## src/rtl/mem_port_arbiter_if.sv

```systemverilog
// Bundle of the IF requester, DM requester and memory-port signals of mem_port_arbiter.
// slave = arbiter side, master = environment side (requesters and memory).
interface mem_port_arbiter_if #(
  parameter int unsigned ADDR_W = 32,
  parameter int unsigned DATA_W = 32
);
  // instruction-fetch requester
  logic              if_req;
  logic [ADDR_W-1:0] if_addr;
  logic              if_ack;
  logic [DATA_W-1:0] if_rdata;
  // load/store requester
  logic              dm_req;
  logic [ADDR_W-1:0] dm_addr;
  logic [DATA_W-1:0] dm_wdata;
  logic              dm_rd_wr;
  logic [1:0]        dm_size;
  logic              dm_ack;
  logic [DATA_W-1:0] dm_rdata;
  logic              err;
  // shared memory port
  logic              mem_en;
  logic [ADDR_W-1:0] mem_addr;
  logic [DATA_W-1:0] mem_data_in;
  logic              mem_rd_wr;
  logic [1:0]        mem_access_size;
  logic [DATA_W-1:0] mem_data_out;
  logic              mem_busy;

  modport slave (
    input  if_req, if_addr, dm_req, dm_addr, dm_wdata, dm_rd_wr, dm_size,
           mem_data_out, mem_busy,
    output if_ack, if_rdata, dm_ack, dm_rdata, err,
           mem_en, mem_addr, mem_data_in, mem_rd_wr, mem_access_size
  );

  modport master (
    output if_req, if_addr, dm_req, dm_addr, dm_wdata, dm_rd_wr, dm_size,
           mem_data_out, mem_busy,
    input  if_ack, if_rdata, dm_ack, dm_rdata, err,
           mem_en, mem_addr, mem_data_in, mem_rd_wr, mem_access_size
  );
endinterface

```

## src/rtl/mem_port_arbiter.sv

```systemverilog
// Shares one memory port between instruction fetch (IF) and load/store (DM).
// Data has priority, bounded by a streak limit while IF waits; each access runs
// IDLE -> ISSUE -> WAIT and is force-completed with err after TIMEOUT busy cycles.
module mem_port_arbiter #(
  parameter int unsigned ADDR_W      = 32,
  parameter int unsigned DATA_W      = 32,
  parameter int unsigned DATA_STREAK = 4,
  parameter int unsigned TIMEOUT     = 64
) (
  input logic                clk,
  input logic                reset,
  mem_port_arbiter_if.slave  bus
);

  localparam int unsigned SW = (DATA_STREAK < 1) ? 1 : $clog2(DATA_STREAK + 1);
  localparam int unsigned WW = $clog2(TIMEOUT + 1);
  localparam logic [SW-1:0] STREAK_MAX = SW'(DATA_STREAK);
  localparam logic [WW-1:0] WAIT_LAST  = WW'(TIMEOUT - 1);

  typedef enum logic [1:0] {ST_IDLE, ST_ISSUE, ST_WAIT} state_e;
  typedef enum logic       {OWN_IF, OWN_DM} owner_e;

  state_e            state_q, state_d;
  owner_e            owner_q, owner_d;
  logic [SW-1:0]     streak_q, streak_d;
  logic [WW-1:0]     wait_cnt_q, wait_cnt_d;
  logic              if_ack_q, if_ack_d;
  logic              dm_ack_q, dm_ack_d;
  logic              err_q, err_d;
  logic              mem_en_q, mem_en_d;
  logic [ADDR_W-1:0] mem_addr_q, mem_addr_d;
  logic [DATA_W-1:0] mem_data_in_q, mem_data_in_d;
  logic              mem_rd_wr_q, mem_rd_wr_d;
  logic [1:0]        mem_size_q, mem_size_d;
  logic [DATA_W-1:0] if_rdata_q, if_rdata_d;
  logic [DATA_W-1:0] dm_rdata_q, dm_rdata_d;

  logic if_pend, dm_pend, pick_dm;

  // A requester acked this cycle still shows req high; mask it so it is not re-granted.
  always_comb begin
    if_pend = bus.if_req & ~if_ack_q;
    dm_pend = bus.dm_req & ~dm_ack_q;
    pick_dm = dm_pend & (~if_pend | (streak_q != STREAK_MAX));
  end

  // Next-state and output logic for the access sequencer and arbiter.
  always_comb begin
    state_d       = state_q;
    owner_d       = owner_q;
    streak_d      = streak_q;
    wait_cnt_d    = wait_cnt_q;
    if_ack_d      = 1'b0;
    dm_ack_d      = 1'b0;
    err_d         = 1'b0;
    mem_en_d      = 1'b0;
    mem_addr_d    = mem_addr_q;
    mem_data_in_d = mem_data_in_q;
    mem_rd_wr_d   = mem_rd_wr_q;
    mem_size_d    = mem_size_q;
    if_rdata_d    = if_rdata_q;
    dm_rdata_d    = dm_rdata_q;

    unique case (state_q)
      ST_IDLE: begin
        if (if_pend || dm_pend) begin
          // mem_en is registered on grant so it is high exactly for the ISSUE cycle
          mem_en_d = 1'b1;
          state_d  = ST_ISSUE;
          if (pick_dm) begin
            owner_d       = OWN_DM;
            mem_addr_d    = bus.dm_addr;
            mem_data_in_d = bus.dm_wdata;
            mem_rd_wr_d   = bus.dm_rd_wr;
            mem_size_d    = bus.dm_size;
            if (!if_pend)                     streak_d = '0;
            else if (streak_q != STREAK_MAX)  streak_d = streak_q + SW'(1);
          end else begin
            owner_d       = OWN_IF;
            mem_addr_d    = bus.if_addr;
            mem_data_in_d = '0;
            mem_rd_wr_d   = 1'b1;
            mem_size_d    = 2'b11;
            streak_d      = '0;
          end
        end
      end

      ST_ISSUE: begin
        wait_cnt_d = '0;
        state_d    = ST_WAIT;
      end

      ST_WAIT: begin
        if (!bus.mem_busy) begin
          if (mem_rd_wr_q) begin
            if (owner_q == OWN_DM) dm_rdata_d = bus.mem_data_out;
            else                   if_rdata_d = bus.mem_data_out;
          end
          if (owner_q == OWN_DM) dm_ack_d = 1'b1;
          else                   if_ack_d = 1'b1;
          state_d = ST_IDLE;
        end else begin
          wait_cnt_d = wait_cnt_q + WW'(1);
          if (wait_cnt_q == WAIT_LAST) begin
            if (owner_q == OWN_DM) dm_ack_d = 1'b1;
            else                   if_ack_d = 1'b1;
            err_d   = 1'b1;
            state_d = ST_IDLE;
          end
        end
      end

      default: state_d = ST_IDLE;
    endcase
  end

  // State and output registers; reset abandons any access in flight without an ack.
  always_ff @(posedge clk) begin
    if (reset) begin
      state_q       <= ST_IDLE;
      owner_q       <= OWN_IF;
      streak_q      <= '0;
      wait_cnt_q    <= '0;
      if_ack_q      <= 1'b0;
      dm_ack_q      <= 1'b0;
      err_q         <= 1'b0;
      mem_en_q      <= 1'b0;
      mem_addr_q    <= '0;
      mem_data_in_q <= '0;
      mem_rd_wr_q   <= 1'b1;
      mem_size_q    <= '0;
      if_rdata_q    <= '0;
      dm_rdata_q    <= '0;
    end else begin
      state_q       <= state_d;
      owner_q       <= owner_d;
      streak_q      <= streak_d;
      wait_cnt_q    <= wait_cnt_d;
      if_ack_q      <= if_ack_d;
      dm_ack_q      <= dm_ack_d;
      err_q         <= err_d;
      mem_en_q      <= mem_en_d;
      mem_addr_q    <= mem_addr_d;
      mem_data_in_q <= mem_data_in_d;
      mem_rd_wr_q   <= mem_rd_wr_d;
      mem_size_q    <= mem_size_d;
      if_rdata_q    <= if_rdata_d;
      dm_rdata_q    <= dm_rdata_d;
    end
  end

  assign bus.if_ack          = if_ack_q;
  assign bus.dm_ack          = dm_ack_q;
  assign bus.err             = err_q;
  assign bus.if_rdata        = if_rdata_q;
  assign bus.dm_rdata        = dm_rdata_q;
  assign bus.mem_en          = mem_en_q;
  assign bus.mem_addr        = mem_addr_q;
  assign bus.mem_data_in     = mem_data_in_q;
  assign bus.mem_rd_wr       = mem_rd_wr_q;
  assign bus.mem_access_size = mem_size_q;

endmodule
```

## src/flat_wrapper.sv

```systemverilog
// flat-port wrapper written by rule: the top's interface ports become plain ports
module mem_port_arbiter_flat 
#(
  parameter int unsigned ADDR_W      = 32,
  parameter int unsigned DATA_W      = 32,
  parameter int unsigned DATA_STREAK = 4,
  parameter int unsigned TIMEOUT     = 64
)
  (clk, reset, bus_if_req, bus_if_addr, bus_dm_req, bus_dm_addr, bus_dm_wdata, bus_dm_rd_wr, bus_dm_size, bus_mem_data_out, bus_mem_busy, bus_if_ack, bus_if_rdata, bus_dm_ack, bus_dm_rdata, bus_err, bus_mem_en, bus_mem_addr, bus_mem_data_in, bus_mem_rd_wr, bus_mem_access_size);
  mem_port_arbiter_if #(.ADDR_W(ADDR_W), .DATA_W(DATA_W)) bus_i ();
  input logic clk;
  input logic reset;
  input wire logic [$bits(bus_i.if_req)-1:0] bus_if_req;
  input wire logic [$bits(bus_i.if_addr)-1:0] bus_if_addr;
  input wire logic [$bits(bus_i.dm_req)-1:0] bus_dm_req;
  input wire logic [$bits(bus_i.dm_addr)-1:0] bus_dm_addr;
  input wire logic [$bits(bus_i.dm_wdata)-1:0] bus_dm_wdata;
  input wire logic [$bits(bus_i.dm_rd_wr)-1:0] bus_dm_rd_wr;
  input wire logic [$bits(bus_i.dm_size)-1:0] bus_dm_size;
  input wire logic [$bits(bus_i.mem_data_out)-1:0] bus_mem_data_out;
  input wire logic [$bits(bus_i.mem_busy)-1:0] bus_mem_busy;
  output wire logic [$bits(bus_i.if_ack)-1:0] bus_if_ack;
  output wire logic [$bits(bus_i.if_rdata)-1:0] bus_if_rdata;
  output wire logic [$bits(bus_i.dm_ack)-1:0] bus_dm_ack;
  output wire logic [$bits(bus_i.dm_rdata)-1:0] bus_dm_rdata;
  output wire logic [$bits(bus_i.err)-1:0] bus_err;
  output wire logic [$bits(bus_i.mem_en)-1:0] bus_mem_en;
  output wire logic [$bits(bus_i.mem_addr)-1:0] bus_mem_addr;
  output wire logic [$bits(bus_i.mem_data_in)-1:0] bus_mem_data_in;
  output wire logic [$bits(bus_i.mem_rd_wr)-1:0] bus_mem_rd_wr;
  output wire logic [$bits(bus_i.mem_access_size)-1:0] bus_mem_access_size;
  assign bus_i.if_req = bus_if_req;
  assign bus_i.if_addr = bus_if_addr;
  assign bus_i.dm_req = bus_dm_req;
  assign bus_i.dm_addr = bus_dm_addr;
  assign bus_i.dm_wdata = bus_dm_wdata;
  assign bus_i.dm_rd_wr = bus_dm_rd_wr;
  assign bus_i.dm_size = bus_dm_size;
  assign bus_i.mem_data_out = bus_mem_data_out;
  assign bus_i.mem_busy = bus_mem_busy;
  assign bus_if_ack = bus_i.if_ack;
  assign bus_if_rdata = bus_i.if_rdata;
  assign bus_dm_ack = bus_i.dm_ack;
  assign bus_dm_rdata = bus_i.dm_rdata;
  assign bus_err = bus_i.err;
  assign bus_mem_en = bus_i.mem_en;
  assign bus_mem_addr = bus_i.mem_addr;
  assign bus_mem_data_in = bus_i.mem_data_in;
  assign bus_mem_rd_wr = bus_i.mem_rd_wr;
  assign bus_mem_access_size = bus_i.mem_access_size;
  mem_port_arbiter #(.ADDR_W(ADDR_W), .DATA_W(DATA_W), .DATA_STREAK(DATA_STREAK), .TIMEOUT(TIMEOUT)) u_core (.clk(clk), .reset(reset), .bus(bus_i));
endmodule
```

## config.mk

```make
export PLATFORM = sky130hd
export DESIGN_NAME = mem_port_arbiter_flat
export DESIGN_NICKNAME = d
export VERILOG_FILES = /design/src/rtl/mem_port_arbiter_if.sv /design/src/rtl/mem_port_arbiter.sv /design/src/flat_wrapper.sv
export SDC_FILE = /design/constraint.sdc
export NUM_CORES = 1
export LEC_CHECK = 0
export BUFFER_PORTS_ARGS = -buffer_cell sky130_fd_sc_hd__buf_2
export CAP_MARGIN = 20
export CORE_MARGIN = 3
export CORE_UTILIZATION = 31
export DETAILED_ROUTE_END_ITERATION = 8
export SYNTH_ARGS = -nofsm -noshare
export SYNTH_HDL_FRONTEND = slang
export SYNTH_SLANG_ARGS = --single-unit
```

## constraint.sdc

```tcl
create_clock -name clk -period 1.9 [get_ports clk]
set_input_delay 0.19 -clock clk [delete_from_list [all_inputs] [get_ports clk]]
set_output_delay 0.19 -clock clk [all_outputs]
set_load 0.005 [all_outputs]
```

==> flow_metrics.tcl, run 1 <==
set metrics [dict create \
    outcome "completed" \
    grt_use_total 0.178 \
    insertion_delay_ns 0.41 \
    fin_nets 1087 \
    initial_core_util 0.319 \
    maxCapViolCount 0 \
    synthDistinctLibCells 40 \
    worst_pin_slew_ns 0.445 \
    critPathRequiredTime_ns 2.22 \
    cts_tree "done" \
    vias 5667 \
    maxSlewViolCount 0 \
    totalWireLength_mm 17.8 \
    hold_violations 0 \
    synthAdderAreaFrac 0.00676 \
    rsz0062_at_grt "no" \
    die_height_um 140 \
    swShare 0.240 \
    finClkSkew_ns 0.0104 \
    worstSetupPathType "register to register" \
    cts.sinks 148 \
    dpl_worst_slack_ns 0.272 \
    synth.area.mux_share 0.00361 \
    drive_above_1_share 0.344 \
    maxSlewHeadroom 0.704 \
    arrival_ns 1.97 \
    synth_top_family_by_area "compound AO/OA/AOI/OAI gates" \
    comb_power_share 0.121 \
    htree_num_levels 4 \
    hold_path_class "input pin to register" \
    rows 48 \
    drtIter0Drc 166 \
    p_leak_nw 3.72 \
    placed_cells 1115 \
    via_per_inst 4.78 \
    multi_input_area_um2 2360 \
    clock.fmax_mhz 607 \
    firstDrtPassIters 4 \
    synth_edf_count 0 \
    cts-resized-gates 0 \
    holdBufCountCts 38 \
    antenna_cells 0 \
    power_density_nw_per_um2 994 \
    postCtsSetupBuffers 0 \
    fillers 1699 \
    start_kind "register" \
    fin_crit_ns 1.65 \
    synthToLayoutAreaGrowth_pct 49.8 \
    syn_area_per_cell_um2 8.53 \
    syn_inst 651 \
    antenna_found_initial 0 \
    grt_overflow_total 0 \
    cts_buffer_depth 2 \
    worst_hold_slack_ns 0.0171 \
    yosys.area_share.simple 0.200 \
    final_util 0.478 \
    internal_power_mw 6.28 \
    path_clk_slew_ns 0.07 \
    die_x_um 140 \
    critPathCaptureType "register" \
    core_area_um2 17400 \
    cp_max_fo 23 \
    pwr-share-seq 0.407 \
    clockPowerShare 0.472 \
    wl_per_cell_um 15.0 \
    hpwl_mm 12.1 \
    synth_compound_area_frac 0.210 \
    fin_area_um2 8320 \
    setup_tns_ns 0 \
    dieArea_um2 19600 \
    synth-warning-count 0 \
    switchingPower_mw 1.99 \
    cts-root-buf "clkbuf_16" \
    ys.flop_type "dfxtp_1" \
    ioPinCount 271 \
    ant_nets 0 \
    layout_setup_ws_ns 0.253 \
    power_mw 8.27 \
    area.sequential_um2 2960 \
    cts_buffers 17 \
    ys_seq_area_frac 0.534 \
    finalSetupViolCount 0 \
    irDropWorstVdd_v 0.000621 \
    instances_no_fill 1186 \
    gp_congestion 0.777 \
    synthXorXnorAreaFrac 0 \
    syn_nets 790 \
    grt_pass1_vias 5596 \
    grt_max_degree 42 \
    numPortBuffers 270 \
    drc 0 \
    ys_async_sr_fraction 0 \
    syn-cell-area_um2 5550 \
    grt_pass1_wl_mm 28.5 \
    synth-seq-cells 148 \
    period_share 0.867 \
    postPlaceCellArea_um2 7240 \
]
metal layers:
layer | global-route usage | up-vias | part of all wire
li1 | - | 2830 | -
met1 | 0.219 | 2603 | 0.43
met2 | 0.296 | 214 | 0.47
met3 | 0.0536 | 20 | 0.077
met4 | 0.0612 | 0 | 0.019
met5 | 0 | - | 0
cells in the final DEF, fill, tap and decap left out, drive strengths merged, types with 3 or more instances in the layout:
cell type / instances
nand2b: 7
buf: 290
a211oi: 33
ha: 3
a22o: 32
inv: 8
nand2: 169
dfxtp: 148
a31oi: 3
a21oi: 106
nor3: 7
clkbuf: 19
nand4: 6
nand3: 6
bufinv: 6
dlygate4sd3: 39
nor4: 4
nor2: 48
o311ai: 3
nand3b: 3
worst max-delay path, stage by stage, from the launching register on:
cell	delay, ns
dfxtp_1	0.36
inv_1	0.07
ha_1	0.21
nand2_1	0.15
o21a_1	0.25
buf_12	0.19
a21oi_1	0.08
a211oi_1	0.25
registers in the layout, summed over array words and instances (netlist names):
| signal | count |
|---|---|
| u_core.bus.mem_data_in | 32 |
| u_core.bus.mem_access_size | 2 |
| u_core.streak_q | 3 |
| u_core.bus.mem_en | 1 |
| u_core.bus.dm_ack | 1 |
| u_core.owner_q | 1 |
| u_core.bus.if_ack | 1 |
| u_core.state_q | 2 |
| u_core.bus.mem_rd_wr | 1 |
| u_core.bus.if_rdata | 32 |
| u_core.bus.err | 1 |
| u_core.bus.mem_addr | 32 |
| u_core.bus.dm_rdata | 32 |
| u_core.wait_cnt_q | 7 |
cell families after synthesis:
logic type,count (synthesis)
AO/OA/AOI/OAI,185
adder cells (fa/ha/maj),3
buffers and inverters,55
flip-flops,148
multiplexers,2
AND/OR/NAND/NOR,258
path summary, 6_finish.rpt:
kind	from	end	slack (ns)	cells after the start
setup / recovery	u_core.streak_q[0]$_SDFFE_PP0P_	u_core.bus.mem_addr[21]$_SDFFE_PP0P_	0.25	7
hold reg to reg	u_core.bus.if_rdata[19]$_SDFFE_PP0P_	u_core.bus.if_rdata[19]$_SDFFE_PP0P_	0.45	2
hold / removal	bus_if_addr[11]	u_core.bus.mem_addr[11]$_SDFFE_PP0P_	0.02	3
setup reg to reg	u_core.streak_q[0]$_SDFFE_PP0P_	u_core.bus.mem_addr[21]$_SDFFE_PP0P_	0.25	7
synth_stat cells (all sizes together) (4+ instances only):
| master | n | area (um^2) |
|---|---|---|
| nand2 | 169 | 634 |
| dfxtp | 148 | 2960 |
| a21oi | 106 | 531 |
| nor2 | 48 | 180 |
| a211oi | 33 | 253 |
| a22o | 32 | 280 |
| clkbuf | 32 | 120 |
| buf | 19 | 118 |
| nand2b | 7 | 58.8 |
| nor3 | 7 | 46.3 |
| nand3 | 6 | 30.0 |
| nand4 | 6 | 37.5 |
| inv | 4 | 15.0 |
| nor4 | 4 | 37.5 |
final cells by class:
class | count | share of cell area
tap | 225 | 0.0338
timing repair buffer | 329 | 0.241
clock buffer | 19 | 0.0532
sequential | 148 | 0.356
multi-input combinational | 448 | 0.284
clock inverter | 13 | 0.0295
inverter | 4 | 0.00180
power groups by stage:
stage / clock, mW / sequential [mW] / combinational (mW)
6_report: 3.90 / 3.36 / 1.00
2_1_floorplan: 0 / 3.43 / 0.457
5_1_grt: 4.14 / 3.38 / 1.11
3_5_place_dp: 0 / 3.43 / 0.952
4_1_cts: 4.01 / 3.36 / 1.01
3_3_place_gp: 0 / 3.43 / 0.952
(Power assumes the default switching activity.)
==> run 2, diff against run 1 <==
CELL_PAD_IN_SITES_DETAIL_PLACEMENT = 2   (was unset)
CELL_PAD_IN_SITES_GLOBAL_PLACEMENT = 2   (was unset)
CORE_UTILIZATION = 27   (was 31)
PLACE_DENSITY_LB_ADDON = 0.1   (was unset)
clock period = 1.98 ns   (was 1.9 ns; I/O delays follow)
==> flow_metrics.tcl, run 2 (synthesized netlist as in run 1, its figures left out) <==
set metrics [dict create \
    outcome "completed" \
    rr_worst_depth 7 \
    antenna_found_initial 1 \
    cts.sinks 148 \
    cts_tree "done" \
    instances_no_fill 1214 \
    drtIter0Drc 127 \
    slowest_stage "dfxtp_1" \
    max_stage_delay_ns 0.33 \
    drc 0 \
    p_leak_nw 3.61 \
    cp_max_fo 19 \
    synthToLayoutAreaGrowth_pct 46.4 \
    drive_above_1_share 0.347 \
    dieArea_um2 22300 \
    worst_pin_slew_ns 0.583 \
    cp_common_cell "nand2_1" \
    totalWireLength_mm 22.1 \
    final_common_cell "buf_2" \
    critPathCaptureType "register" \
    grt_overflow_total 0 \
    hold_violations 0 \
    start_kind "register" \
    path_cells "inv_1, ha_1, nand2_1, o21ai_2, buf_4, nand2_1, a211oi_1" \
    setup_tns_ns 0 \
    pwr-share-seq 0.434 \
    grt_pass1_vias 6511 \
    finalSetupViolCount 0 \
    ant_nets 0 \
    hpwl_mm 15.1 \
    rsz0062_at_grt "no" \
    switchingPower_mw 2.04 \
    maxCapViolCount 0 \
    comb_power_share 0.130 \
    swShare 0.273 \
    worstSetupPathType "register to register" \
    clock.fmax_mhz 598 \
    irDropWorstVdd_v 0.000600 \
    postCtsSetupBuffers 0 \
    maxSlewHeadroom 0.612 \
    fin_nets 1074 \
    period_share 0.844 \
    holdBufCountCts 29 \
    cts_buffer_depth 2 \
    postPlaceCellArea_um2 7240 \
    initial_core_util 0.280 \
    grt_max_degree 53 \
    die_x_um 149 \
    critPathRequiredTime_ns 2.30 \
    numPortBuffers 270 \
    grt_pass1_wl_mm 34.9 \
    firstDrtPassIters 4 \
    cts-resized-gates 0 \
    arrival_ns 1.99 \
    multi_input_area_um2 2360 \
    placed_cells 1152 \
    maxSlewViolCount 0 \
    internal_power_mw 5.42 \
    die_height_um 149 \
    worstHoldPathCells 3 \
    power_mw 7.45 \
    final_cell_mix "buf_2 (269), nand2_1 (169), dfxtp_1 (148)" \
    area.sequential_um2 2960 \
    ioPinCount 271 \
    power_density_nw_per_um2 917 \
    cts_buffers 17 \
    via_per_inst 4.86 \
    insertion_delay_ns 0.43 \
    core_area_um2 19800 \
    grt_use_total 0.197 \
    cts-root-buf "clkbuf_16" \
    fin_area_um2 8130 \
    hold_path_class "input pin to register" \
    htree_num_levels 4 \
    fillers 2286 \
    worst_hold_slack_ns 0.0195 \
    fin_crit_ns 1.67 \
    rows 51 \
    vias 5903 \
    clockPowerShare 0.436 \
    wl_per_cell_um 18.2 \
    gp_congestion 0.738 \
    path_clk_slew_ns 0.07 \
    finClkSkew_ns 0.0199 \
]
-- run 2: area by class of cell --
class | instances | share of cell area
tap | 265 | 0.0408
clock inverter | 13 | 0.0172
sequential | 148 | 0.364
antenna | 1 | 0.000308
timing repair buffer | 316 | 0.229
multi-input combinational | 448 | 0.291
inverter | 4 | 0.00185
clock buffer | 19 | 0.0557
-- run 2: worst paths after layout --
path                                                     startpoint                                   end  slack [ns]
worst max-delay path                u_core.streak_q[0]$_SDFFE_PP0P_  u_core.bus.mem_addr[10]$_SDFFE_PP0P_        0.31
worst min-delay path                           bus_mem_data_out[25]  u_core.bus.if_rdata[25]$_SDFFE_PP0P_        0.02
worst max register to register      u_core.streak_q[0]$_SDFFE_PP0P_  u_core.bus.mem_addr[10]$_SDFFE_PP0P_        0.31
worst min register to register  u_core.bus.if_rdata[7]$_SDFFE_PP0P_   u_core.bus.if_rdata[7]$_SDFFE_PP0P_        0.45
-- run 2: power by group through the flow --
stage | combinational, mW | sequential (mW) | clock (mW)
CTS | 0.984 | 3.23 | 3.31
finish | 0.970 | 3.24 | 3.25
global placement | 0.889 | 3.29 | 0
floorplan | 0.438 | 3.29 | 0
global route | 1.08 | 3.25 | 3.50
detailed placement | 0.936 | 3.30 | 0
-- run 2: routing by layer --
metal,global-route usage,vias up,wire length [um]
met5,0,-,13
met4,0.0503,2,235
met3,0.0594,18,1440
met2,0.360,176,11600
met1,0.224,2903,8850
li1,-,2804,-
-- run 2: worst max-delay path, delay by kind of cell (launching register included) --
family | cells | cell delay [ns]
flops | 1 | 0.33
simple gates | 2 | 0.23
buf+inv | 2 | 0.38
compound gates | 2 | 0.47
fa+ha+maj | 1 | 0.18
-- run 2: per-stage QoR --
step,setup WS [ns],utilization
final,0.308,0.410
after detailed placement,0.296,0.365
after global routing,0.142,0.409
after floorplan,0.444,-
after CTS,0.282,0.409
after global placement,0.388,0.365
==> run 3, diff against run 2 <==
CORE_UTILIZATION = 25   (was 27)
clock period = 1.7 ns   (was 1.98 ns; I/O delays follow)
==> flow_metrics.tcl, run 3 (synthesized netlist as in run 1, its figures left out) <==
set metrics [dict create \
    cts.sinks 148 \
    cp_max_fo 34 \
    hold_violations 0 \
    swShare 0.253 \
    gp_congestion 0.787 \
    totalWireLength_mm 22.9 \
    final_common_cell "buf_2" \
    grt_max_degree 85 \
    via_per_inst 4.72 \
    irDropWorstVdd_v 0.000611 \
    dieArea_um2 24000 \
    comb_power_share 0.137 \
    rows 53 \
    fin_nets 1140 \
    drtIter0Drc 161 \
    worstSetupPathType "register to register" \
    crit_family "compound AO/OA/AOI/OAI gates" \
    fin_crit_ns 1.59 \
    grt_pass1_vias 6853 \
    critPathRequiredTime_ns 2.03 \
    hpwl_mm 15.4 \
    grt_use_total 0.189 \
    path_cells "inv_1, ha_1, nand2_2, o21ai_4, buf_12, nand2_1, a211oi_1" \
    power_mw 9.25 \
    final_cell_mix "buf_2 (269), nand2_1 (168), dfxtp_1 (148)" \
    p_leak_nw 3.93 \
    multi_input_area_um2 2400 \
    antenna_cells 0 \
    power_density_nw_per_um2 1040 \
    hold_path_class "input pin to register" \
    finalSetupViolCount 0 \
    vias 6081 \
    finClkSkew_ns 0.0116 \
    grt_pass1_wl_mm 36.7 \
    fillers 2377 \
    cts_buffer_depth 2 \
    path_clk_slew_ns 0.07 \
    postPlaceCellArea_um2 7270 \
    maxSlewHeadroom 0.716 \
    die_x_um 155 \
    maxCapViolCount 0 \
    maxSlewViolCount 0 \
    numPortBuffers 270 \
    die_height_um 155 \
    ant_nets 0 \
    crit_buf_inv 2 \
    start_kind "register" \
    outcome "completed" \
    critPathCaptureType "register" \
    cts_tree "done" \
    drc 0 \
    area.sequential_um2 2960 \
    cts-root-buf "clkbuf_16" \
    arrival_ns 1.92 \
    core_area_um2 21400 \
    internal_power_mw 6.91 \
    pwr-share-seq 0.406 \
    slowest_stage "dfxtp_1" \
    fin_area_um2 8910 \
    firstDrtPassIters 4 \
    switchingPower_mw 2.35 \
    htree_num_levels 4 \
    period_share 0.936 \
    drive_above_1_share 0.331 \
    grt_overflow_total 0 \
    cts_buffers 17 \
    setup_tns_ns 0 \
    ioPinCount 271 \
    insertion_delay_ns 0.42 \
    wl_per_cell_um 17.7 \
    clock.fmax_mhz 629 \
    max_stage_delay_ns 0.33 \
    worst_hold_slack_ns 0.0134 \
    initial_core_util 0.259 \
    synthToLayoutAreaGrowth_pct 60.4 \
    clockPowerShare 0.457 \
    antenna_found_initial 1 \
    worst_pin_slew_ns 0.426 \
]
==> run 3: timing repair <==
item                                    CTS  global route
hold buffers                             92             0
buffers inserted                          0             0
resized for setup                         0            14
endpoints found under the setup margin    0            38
endpoints found under the hold margin   113             0
==> run 3: metrics by stage <==
stage / cells / util / worst slack [ns]
final: 1289 / 0.416 / 0.109
after global routing: 1289 / 0.416 / -0.00117
after CTS: 1289 / 0.413 / 0.0133
after detailed placement: 1165 / 0.340 / 0.0297
after global placement: 1164 / 0.339 / -0.0587
after floorplan: 651 / - / 0.164
==> run 3: final timing paths <==
kind                                        start                                    to  slack, ns  depth (start not counted)
max               u_core.streak_q[0]$_SDFFE_PP0P_   u_core.bus.mem_addr[5]$_SDFFE_PP0P_       0.11                          7
min reg2reg  u_core.bus.dm_rdata[29]$_SDFFE_PP0P_  u_core.bus.dm_rdata[29]$_SDFFE_PP0P_       0.45                          2
max reg2reg       u_core.streak_q[0]$_SDFFE_PP0P_   u_core.bus.mem_addr[5]$_SDFFE_PP0P_       0.11                          7
min                               bus_if_addr[27]  u_core.bus.mem_addr[27]$_SDFFE_PP0P_       0.01                          3
==> run 3: area by class of cell <==
type	count	share of cell area
Inverter	4	0.00169
Timing Repair Buffer	382	0.284
Clock buffer	19	0.0486
Sequential cell	148	0.333
Clock inverter	13	0.0249
Tap cell	275	0.0386
Multi-Input combinational cell	448	0.269
==> run 3: tightest hold or removal path, cell delays in order <==
cell and delay (ns):
buf_2 0.10, nand2_1 0.06, a211oi_1 0.06
==> run 3: power groups by stage <==
stage | Clock (mW) | Combinational (mW) | Sequential [mW]
finish | 4.22 | 1.27 | 3.76
global route | 4.52 | 1.41 | 3.78
CTS | 4.34 | 1.26 | 3.76
detailed placement | 0 | 1.09 | 3.83
global placement | 0 | 1.04 | 3.82
floorplan | 0 | 0.510 | 3.83
==> run 3: metal layers <==
metal / share of wire / GRT usage / vias to the layer above
met3: 0.066 / 0.0556 / 27
met2: 0.50 / 0.332 / 189
met4: 0.015 / 0.0538 / 2
met5: 0.00031 / 0 / -
li1: - / - / 2933
met1: 0.42 / 0.224 / 2930
